===== config.mk =====
export PLATFORM = sky130hd
export DESIGN_NAME = time_set_ctrl
export DESIGN_NICKNAME = d
export VERILOG_FILES = /design/src/rtl/time_set_ctrl.sv
export SDC_FILE = /design/constraint.sdc
export NUM_CORES = 1
export LEC_CHECK = 0
export ABC_AREA = 1
export BUFFER_PORTS_ARGS = -buffer_cell sky130_fd_sc_hd__buf_2
export CAP_MARGIN = 15
export CORE_MARGIN = 3
export CORE_UTILIZATION = 50
export DETAILED_ROUTE_END_ITERATION = 6
export PLACE_DENSITY = 0.83
export SETUP_SLACK_MARGIN = 0.3
export SLEW_MARGIN = 20
export SYNTH_ARGS = -nofsm -noshare
export SYNTH_HDL_FRONTEND = slang
export SYNTH_SLANG_ARGS = --single-unit
export TNS_END_PERCENT = 50

===== constraint.sdc =====
create_clock -name clock -period 1.5 [get_ports clock]
set_input_delay 0.3 -clock clock [delete_from_list [all_inputs] [get_ports clock]]
set_output_delay 0.3 -clock clock [all_outputs]
set_load 0.02 [all_outputs]

===== src/rtl/time_set_ctrl.sv =====
// Time-setting controller for the HH:MM:SS clock: gates the 1 Hz tick, edits hours/minutes, issues a one-shot load.
// Optional build macro AUTO_REPEAT_EN adds press-and-hold auto-repeat on btn_inc.
module time_set_ctrl #(
    parameter int TIMEOUT_S     = 30,
    parameter int HOLD_CYCLES   = 50_000_000,
    parameter int REPEAT_CYCLES = 12_500_000
) (
    input  logic       clock,
    input  logic       reset,
    input  logic       enable1hz,
    input  logic       btn_mode,
    input  logic       btn_inc,
    input  logic [1:0] cur_h_msd,
    input  logic [3:0] cur_h_lsd,
    input  logic [2:0] cur_m_msd,
    input  logic [3:0] cur_m_lsd,
    output logic       tick_out,
    output logic       load,
    output logic [1:0] ld_h_msd,
    output logic [3:0] ld_h_lsd,
    output logic [2:0] ld_m_msd,
    output logic [3:0] ld_m_lsd,
    output logic       blank_h,
    output logic       blank_m,
    output logic [1:0] mode
);

    typedef enum logic [1:0] {RUN = 2'b00, SET_H = 2'b01, SET_M = 2'b10, COMMIT = 2'b11} state_t;

    localparam int TMO_W = (TIMEOUT_S > 0) ? $clog2(TIMEOUT_S + 1) : 1;

    state_t             state_q, state_d;
    logic [1:0]         mode_sync_q, mode_sync_d, inc_sync_q, inc_sync_d;
    logic               mode_prev_q, mode_prev_d, inc_prev_q, inc_prev_d;
    logic               phase_q, phase_d;
    logic [TMO_W-1:0]   tmo_q, tmo_d;
    logic [1:0]         eh_msd_q, eh_msd_d, nh_msd;
    logic [3:0]         eh_lsd_q, eh_lsd_d, nh_lsd;
    logic [2:0]         em_msd_q, em_msd_d, nm_msd;
    logic [3:0]         em_lsd_q, em_lsd_d, nm_lsd;
    logic               mode_press, inc_press, repeat_fire, editing;

    assign mode_press = mode_sync_q[1] & ~mode_prev_q;
    assign inc_press  = inc_sync_q[1] & ~inc_prev_q;
    assign editing    = (state_q == SET_H) || (state_q == SET_M);

    // BCD successors of the edit registers; out-of-range values wrap to 00
    always_comb begin
        nh_msd = eh_msd_q;
        nh_lsd = eh_lsd_q + 4'd1;
        if (eh_msd_q >= 2'd2 && eh_lsd_q >= 4'd3) begin
            nh_msd = 2'd0;
            nh_lsd = 4'd0;
        end else if (eh_lsd_q >= 4'd9) begin
            nh_msd = eh_msd_q + 2'd1;
            nh_lsd = 4'd0;
        end
    end

    always_comb begin
        nm_msd = em_msd_q;
        nm_lsd = em_lsd_q + 4'd1;
        if (em_lsd_q >= 4'd9) begin
            nm_lsd = 4'd0;
            nm_msd = (em_msd_q >= 3'd5) ? 3'd0 : em_msd_q + 3'd1;
        end
    end

`ifdef AUTO_REPEAT_EN
    localparam int HOLD_MAX = (HOLD_CYCLES > REPEAT_CYCLES) ? HOLD_CYCLES : REPEAT_CYCLES;
    localparam int HOLD_W   = (HOLD_MAX > 1) ? $clog2(HOLD_MAX + 1) : 1;

    logic [HOLD_W-1:0] hold_q, hold_d;
    logic              rep_q, rep_d;

    // First repeat after HOLD_CYCLES, then every REPEAT_CYCLES while still held
    always_comb begin
        hold_d      = hold_q;
        rep_d       = rep_q;
        repeat_fire = 1'b0;
        if (!editing || !inc_sync_q[1] || mode_press || inc_press) begin
            hold_d = '0;
            rep_d  = 1'b0;
        end else if (hold_q == HOLD_W'(rep_q ? REPEAT_CYCLES - 1 : HOLD_CYCLES - 1)) begin
            repeat_fire = 1'b1;
            hold_d      = '0;
            rep_d       = 1'b1;
        end else begin
            hold_d = hold_q + 1'b1;
        end
    end

    always_ff @(posedge clock or posedge reset) begin
        if (reset) begin
            hold_q <= '0;
            rep_q  <= 1'b0;
        end else begin
            hold_q <= hold_d;
            rep_q  <= rep_d;
        end
    end
`else
    // Constant 0; the repeat timing parameters only matter when auto-repeat is built in
    assign repeat_fire = (HOLD_CYCLES < 0) && (REPEAT_CYCLES < 0);
`endif

    always_comb begin
        state_d     = state_q;
        mode_sync_d = {mode_sync_q[0], btn_mode};
        inc_sync_d  = {inc_sync_q[0], btn_inc};
        mode_prev_d = mode_sync_q[1];
        inc_prev_d  = inc_sync_q[1];
        phase_d     = enable1hz ? ~phase_q : phase_q;
        tmo_d       = tmo_q;
        eh_msd_d    = eh_msd_q;
        eh_lsd_d    = eh_lsd_q;
        em_msd_d    = em_msd_q;
        em_lsd_d    = em_lsd_q;
        case (state_q)
            RUN: begin
                tmo_d = '0;
                if (mode_press) begin
                    state_d  = SET_H;
                    phase_d  = 1'b0;
                    eh_msd_d = cur_h_msd;
                    eh_lsd_d = cur_h_lsd;
                    em_msd_d = cur_m_msd;
                    em_lsd_d = cur_m_lsd;
                end
            end
            SET_H, SET_M: begin
                if (mode_press) begin
                    state_d = (state_q == SET_H) ? SET_M : COMMIT;
                    phase_d = 1'b0;
                    tmo_d   = '0;
                end else if (inc_press || repeat_fire) begin
                    tmo_d = '0;
                    if (state_q == SET_H) begin
                        eh_msd_d = nh_msd;
                        eh_lsd_d = nh_lsd;
                    end else begin
                        em_msd_d = nm_msd;
                        em_lsd_d = nm_lsd;
                    end
                end else if (enable1hz && TIMEOUT_S != 0) begin
                    if (tmo_q == TMO_W'(TIMEOUT_S - 1)) begin
                        state_d = RUN;
                        tmo_d   = '0;
                    end else begin
                        tmo_d = tmo_q + 1'b1;
                    end
                end
            end
            default: state_d = RUN;
        endcase
    end

    always_ff @(posedge clock or posedge reset) begin
        if (reset) begin
            state_q     <= RUN;
            mode_sync_q <= '0;
            inc_sync_q  <= '0;
            mode_prev_q <= 1'b0;
            inc_prev_q  <= 1'b0;
            phase_q     <= 1'b0;
            tmo_q       <= '0;
            eh_msd_q    <= '0;
            eh_lsd_q    <= '0;
            em_msd_q    <= '0;
            em_lsd_q    <= '0;
        end else begin
            state_q     <= state_d;
            mode_sync_q <= mode_sync_d;
            inc_sync_q  <= inc_sync_d;
            mode_prev_q <= mode_prev_d;
            inc_prev_q  <= inc_prev_d;
            phase_q     <= phase_d;
            tmo_q       <= tmo_d;
            eh_msd_q    <= eh_msd_d;
            eh_lsd_q    <= eh_lsd_d;
            em_msd_q    <= em_msd_d;
            em_lsd_q    <= em_lsd_d;
        end
    end

    assign tick_out = enable1hz & (state_q == RUN);
    assign load     = (state_q == COMMIT);
    assign mode     = state_q;
    assign blank_h  = (state_q == SET_H) & phase_q;
    assign blank_m  = (state_q == SET_M) & phase_q;
    assign ld_h_msd = eh_msd_q;
    assign ld_h_lsd = eh_lsd_q;
    assign ld_m_msd = em_msd_q;
    assign ld_m_lsd = em_lsd_q;

endmodule


==> flow_summary.json, run 1 <==
{
  "status": "finished with violations",
  "violations": "setup timing",
  "async_reset_ff_frac": 1.00,
  "coreArea_mm2": 0.00347,
  "synth_edf_count": 0,
  "port_buffers": 36,
  "period_needed_ps": 1580,
  "cellInternalPower_uw": 3480,
  "finalWirelength_um": 5680,
  "die_y_um": 67.0,
  "synth_most_common_cell": "nand2_1",
  "max-cap-violations": 0,
  "track_usage": 0.212,
  "grt_max_degree": 28,
  "synth_cell_type_count": 33,
  "yosys.area.top_type_share": 0.364,
  "combPwrFrac": 0.744,
  "cts_made_buffers": 3,
  "syn_inst": 240,
  "grt_pass1_wl_um": 7170,
  "timing.fmax_mhz": 631,
  "cts_tree": "yes",
  "antenna_found_initial": 0,
  "dpl.hpwl_um": 2940,
  "slew_headroom": 0.765,
  "nets": 341,
  "setup_viol": 20,
  "globalRoute.totalOverflow": 0,
  "ys.flop_type": "dfrtp_1",
  "seqPwrFrac": 0.193,
  "crit_fanout": 6,
  "drcViolationCount": 0,
  "path_class": "flop to flop",
  "fin_ws_ps": -84.1,
  "synthTopCellsByCount": "nand2_1, inv_1, dfrtp_1",
  "row_count": 21,
  "worstSkewPairLatency_ps": 280,
  "yosysTopAreaCell": "dfrtp_1",
  "ys_top_cells_by_area": "dfrtp_1, nand2_1, ha_1",
  "required_ps": 1720,
  "hold_class": "input port to asynchronous set/reset pin",
  "grt_pass1_vias": 1643,
  "worst_r2r_path_depth": 9,
  "p_leak_uw": 0.00139,
  "dieArea_mm2": 0.00448,
  "crit_arrival_ps": 1800,
  "area_delta_synth_final_pct": 48.8,
  "cts_root_buffer": "clkbuf_8",
  "via_count": 1907,
  "slew_viol_final": 0,
  "h-tree-depth": 1,
  "grt.met1_usage": 0.264,
  "clockBufferDepth": 2,
  "initial_core_util": 0.536,
  "finalHoldViolCount": 0,
  "worst_pin_slew_ps": 351,
  "nFillCells": 204,
  "finalNonFillerCells": 352,
  "finalCritPeriodShare": 1.06,
  "endpoint_kind": "flop",
  "dieWidth_um": 67.0,
  "yosysSeqAreaShare": 0.364,
  "drive_above_1_share": 0.493,
  "place_congestion": 0.795,
  "syn_area_mm2": 0.00186,
  "p_sw_uw": 3490,
  "drtAntennaViolNets": 0,
  "power_frac_clock": 0.063,
  "met2_usage": 0.365,
  "skew_ps": 5.61,
  "startpoint_type": "flop",
  "syn_nets": 274,
  "rrSetupSlack_ps": -80,
  "post-place-cells": 326,
  "grt.busiest_layer": "met2",
  "clk_pin_slew_worst_paths_ps": 100,
  "cellPowerDensity_mw_per_mm2": 2520,
  "ioPinCount": 37,
  "yosys_warnings": 0,
  "swShare": 0.500,
  "syn_area_per_cell_um2": 7.74,
  "avgRoutedWirePerCell_um": 16.1,
  "setup_tns_ps": -718,
  "drt-pass1-iter-count": 4,
  "irDropWorstVdd_mv": 1.55,
  "antenna_cells": 0,
  "grt_use_met3": 0.0371,
  "drt_iter0_markers": 218,
  "viasPerCell": 5.42,
  "pre_cts_slack_ps": 17.7,
  "clock-sinks": 27,
  "rsz0062_at_grt": "yes",
  "synth_seq_cells": 27
}
-- worst max-delay path: stages, from the launching register on --
cell and delay (ps):
dfrtp_2 440, inv_4 70, ha_4 340, buf_6 150
nand2_4 70, inv_4 90, nand3_4 80, inv_2 80
nand3b_1 100, o21ai_1 90
-- flip-flops by register name, summed over array words and instances (netlist names) --
register	flops
inc_prev_q	1
mode	2
ld_h_msd	2
tmo_q	5
phase_q	1
inc_sync_q	2
ld_m_msd	3
ld_m_lsd	4
mode_prev_q	1
ld_h_lsd	4
mode_sync_q	2
-- metrics by stage --
step	hold WS, ps	instance area (µm²)	power, µW	utilization
global placement	332	2150	4390	0.619
detailed placement	336	2150	4480	0.619
finish	69.3	2760	6970	0.797
CTS	74.9	2470	5660	0.713
global route	93.9	2760	7430	0.797
floorplan	331	1880	3710	-
-- final timing paths --
path                               start            end
setup / recovery                 mode[0]       tmo_q[1]
hold / removal                     reset    ld_h_lsd[3]
setup reg to reg                 mode[0]       tmo_q[1]
hold reg to reg            inc_sync_q[0]  inc_sync_q[1]
max in group asynchronous          reset        mode[1]
min in group clock               btn_inc  inc_sync_q[0]
-- kinds of logic after synthesis --
logic type / count (synthesis) / synth area share
AO/OA/AOI/OAI: 28 / 0.0943
XOR/XNOR: 4 / 0.0189
adder cells (fa/ha/maj): 16 / 0.108
buffers and inverters: 41 / 0.0916
flip-flops: 27 / 0.364
AND/OR/NAND/NOR: 124 / 0.324
-- power by group through the flow --
stage / registers (µW) / logic, µW / clock network, µW
after floorplan: 1440 / 2270 / 0
after global placement: 1250 / 3140 / 0
after detailed placement: 1270 / 3210 / 0
after CTS: 1310 / 3910 / 443
after global routing: 1370 / 5570 / 487
final: 1340 / 5180 / 442
-- layout make-up --
class	count	area [µm²]	area share
clock buffer	3	41.3	0.0149
clock inverter	1	7.51	0.00272
inverter	38	155	0.0561
multi-input combinational	173	1260	0.456
sequential	27	686	0.248
tap	46	57.6	0.0208
timing repair buffer	64	556	0.201
-- layout by cell type (no fill, tap or decap), drive strengths merged --
cell       n
nand3     14
nor3       1
nand3b     1
and2       1
clkbuf     3
xnor2      3
a21oi      3
ha        16
buf       64
a31oi      1
dfrtp     27
o211ai     1
nand2     82
nor2      19
o21ai     21
xor2       1
or2        2
inv       38
clkinvlp   1
nand4      4
a22oi      2
o21bai     1
-- per-layer routing --
layer  wire [µm]  up-vias
li1            -      881
met1        2120      899
met2        2920      110
met3         445       17
met4         193        0
met5           0        -
-- repair_timing --
item | in CTS | in global routing
resized for setup | 75 | 57
pin swaps | 22 | 29
hold buffers | 0 | 0
cloned | 1 | 0
setup endpoints to repair | 34 | 38
setup buffers | 6 | 15
(Power assumes the default switching activity.)
==> run 2, diff against run 1 <==
--- a/config.mk
+++ b/config.mk
@@ -11,7 +11,7 @@
 export CORE_MARGIN = 3
 export CORE_UTILIZATION = 50
 export DETAILED_ROUTE_END_ITERATION = 6
-export PLACE_DENSITY = 0.83
+export PLACE_DENSITY_LB_ADDON = 0.1
 export SETUP_SLACK_MARGIN = 0.3
 export SLEW_MARGIN = 20
 export SYNTH_ARGS = -nofsm -noshare
==> run 2 against run 1 <==
Effect of this change:
- the flow still finishes with violations (setup timing)
- utilization shrank 10 points
- register-to-register slack gained 20 ps
- global-route usage shrank 2.0 points
- wire length shrank 28%
- clock power shrank 4%
- setup slack gained 21 ps
- die area is the same
- sequential power shrank 4%
- first-iteration DRC count shrank 54%
- combinational power shrank 26%
- via count shrank 13%
==> flow_summary.json, run 2 (synthesis results as in run 1) <==
{
  "cellPowerDensity_mw_per_mm2": 2310,
  "clockBufferDepth": 2,
  "cellInternalPower_uw": 2760,
  "cts_made_buffers": 3,
  "viasPerCell": 4.92,
  "largest_reg_flops": 5,
  "max-cap-violations": 0,
  "clock-sinks": 27,
  "p_leak_uw": 0.00128,
  "area_delta_synth_final_pct": 29.3,
  "irDropWorstVdd_mv": 1.53,
  "worst_pin_slew_ps": 356,
  "finalCritPeriodShare": 1.04,
  "finalNonFillerCells": 337,
  "p_sw_uw": 2790,
  "crit_slowest_cell": "dfrtp_2",
  "worstSkewPairLatency_ps": 270,
  "fin_ws_ps": -62.6,
  "grt_pass1_vias": 1478,
  "dieArea_mm2": 0.00448,
  "coreArea_mm2": 0.00347,
  "combPwrFrac": 0.693,
  "slew_viol_final": 0,
  "layout_commonest_cell": "nand2_1",
  "h-tree-depth": 1,
  "critPathBufInv": 3,
  "hold_class": "input port to asynchronous set/reset pin",
  "dieWidth_um": 67.0,
  "crit_arrival_ps": 1780,
  "drive_above_1_share": 0.351,
  "grt_use_met3": 0.0304,
  "worstPathCellList": "inv_4, ha_4, buf_6, nand2_4, o211ai_2, nor2_4, buf_4, nand2_1, nand2_1",
  "row_count": 21,
  "avgRoutedWirePerCell_um": 12.1,
  "path_class": "flop to flop",
  "met2_usage": 0.302,
  "nFillCells": 288,
  "startpoint_type": "flop",
  "swShare": 0.502,
  "clk_pin_slew_worst_paths_ps": 100,
  "drtAntennaViolNets": 0,
  "endpoint_kind": "flop",
  "initial_core_util": 0.536,
  "place_congestion": 0.795,
  "via_count": 1657,
  "grt_pass1_wl_um": 6600,
  "slew_headroom": 0.763,
  "die_y_um": 67.0,
  "nets": 326,
  "finalHoldViolCount": 0,
  "drcViolationCount": 0,
  "cp_common_cell": "nand2_1",
  "status": "finished with violations",
  "cts_root_buffer": "clkbuf_8",
  "ioPinCount": 37,
  "crit_family": "flip-flops",
  "finalWirelength_um": 4090,
  "setup_viol": 11,
  "largest-register": "tmo_q",
  "drt_iter0_markers": 100,
  "grt.met1_usage": 0.271,
  "drt-pass1-iter-count": 4,
  "dpl.hpwl_um": 2860,
  "port_buffers": 36,
  "rrSetupSlack_ps": -60,
  "post-place-cells": 325,
  "track_usage": 0.192,
  "violations": "setup timing",
  "crit_fanout": 7,
  "globalRoute.totalOverflow": 0,
  "worst_r2r_path_depth": 9,
  "cts_tree": "yes",
  "path_depth": 9,
  "cp_slowest_stage_delay_ps": 470,
  "final_cell_mix": "nand2_1, inv_1, buf_2",
  "rsz0062_at_grt": "yes",
  "power_frac_clock": 0.076,
  "grt_max_degree": 28,
  "grt.busiest_layer": "met2",
  "seqPwrFrac": 0.230,
  "total_power_uw": 5550,
  "antenna_found_initial": 0,
  "skew_ps": 7.49,
  "period_needed_ps": 1560,
  "timing.fmax_mhz": 640,
  "required_ps": 1720,
  "antenna_cells": 0
}
==> run 2: routing by layer <==
metal  vias up  wire, µm
li1        850         -
met1       773      1950
met2        32      1980
met3         2       145
met4         0        24
met5         -         0
==> run 2: worst paths after layout <==
kind | startpoint | end
worst max-delay path | mode[0] | ld_m_lsd[2]
worst min-delay path | reset | mode[1]
worst max register to register | mode[0] | ld_m_lsd[2]
worst min register to register | inc_sync_q[0] | inc_sync_q[1]
max in group asynchronous | reset | ld_h_lsd[2]
min in group clock | btn_mode | mode_sync_q[0]
==> run 2: power groups by stage <==
stage          Combinational [µW]  Clock [µW]  Sequential [µW]
2_1_floorplan                2270           0             1440
3_3_place_gp                 3230           0             1260
3_5_place_dp                 3270           0             1260
4_1_cts                      3580         433             1260
5_1_grt                      4280         457             1320
6_report                     3850         424             1280
==> run 2: through the flow <==
| stage | util | TNS (ps) | setup WS, ps | hold slack, ps | instance area [µm²] |
|---|---|---|---|---|---|
| 3_5_place_dp | 0.620 | 0 | 6.35 | 335 | 2150 |
| 4_1_cts | 0.671 | -221 | -38.3 | 77.9 | 2330 |
| 5_1_grt | 0.693 | -1660 | -151 | 109 | 2400 |
| 6_report | 0.693 | -327 | -62.6 | 60.0 | 2400 |
| 3_3_place_gp | 0.620 | 0 | 43.5 | 332 | 2150 |
| 2_1_floorplan | - | -20.8 | -6.57 | 331 | 1880 |
==> run 2: worst register-to-register path: cells and delay by family, from the launching register on <==
kind            cells  cell delay (ps)
simple gates        4              410
fa+ha+maj           1              170
compound gates      1              120
buf+inv             3              340
flops               1              470
==> run 2: cell type report <==
class | instances | area [µm²] | area share
inverter | 38 | 153 | 0.0635
timing repair buffer | 49 | 352 | 0.146
tap | 46 | 57.6 | 0.0240
clock buffer | 3 | 41.3 | 0.0172
clock inverter | 1 | 5.00 | 0.00208
multi-input combinational | 173 | 1110 | 0.464
sequential | 27 | 679 | 0.283
==> run 2: what timing repair did <==
action	4_1_cts	5_1_grt
pin swaps	4	6
gates resized for setup	28	20
buffers inserted	6	1
endpoints found under the setup margin	32	37
hold buffers	0	0
cloned	0	1
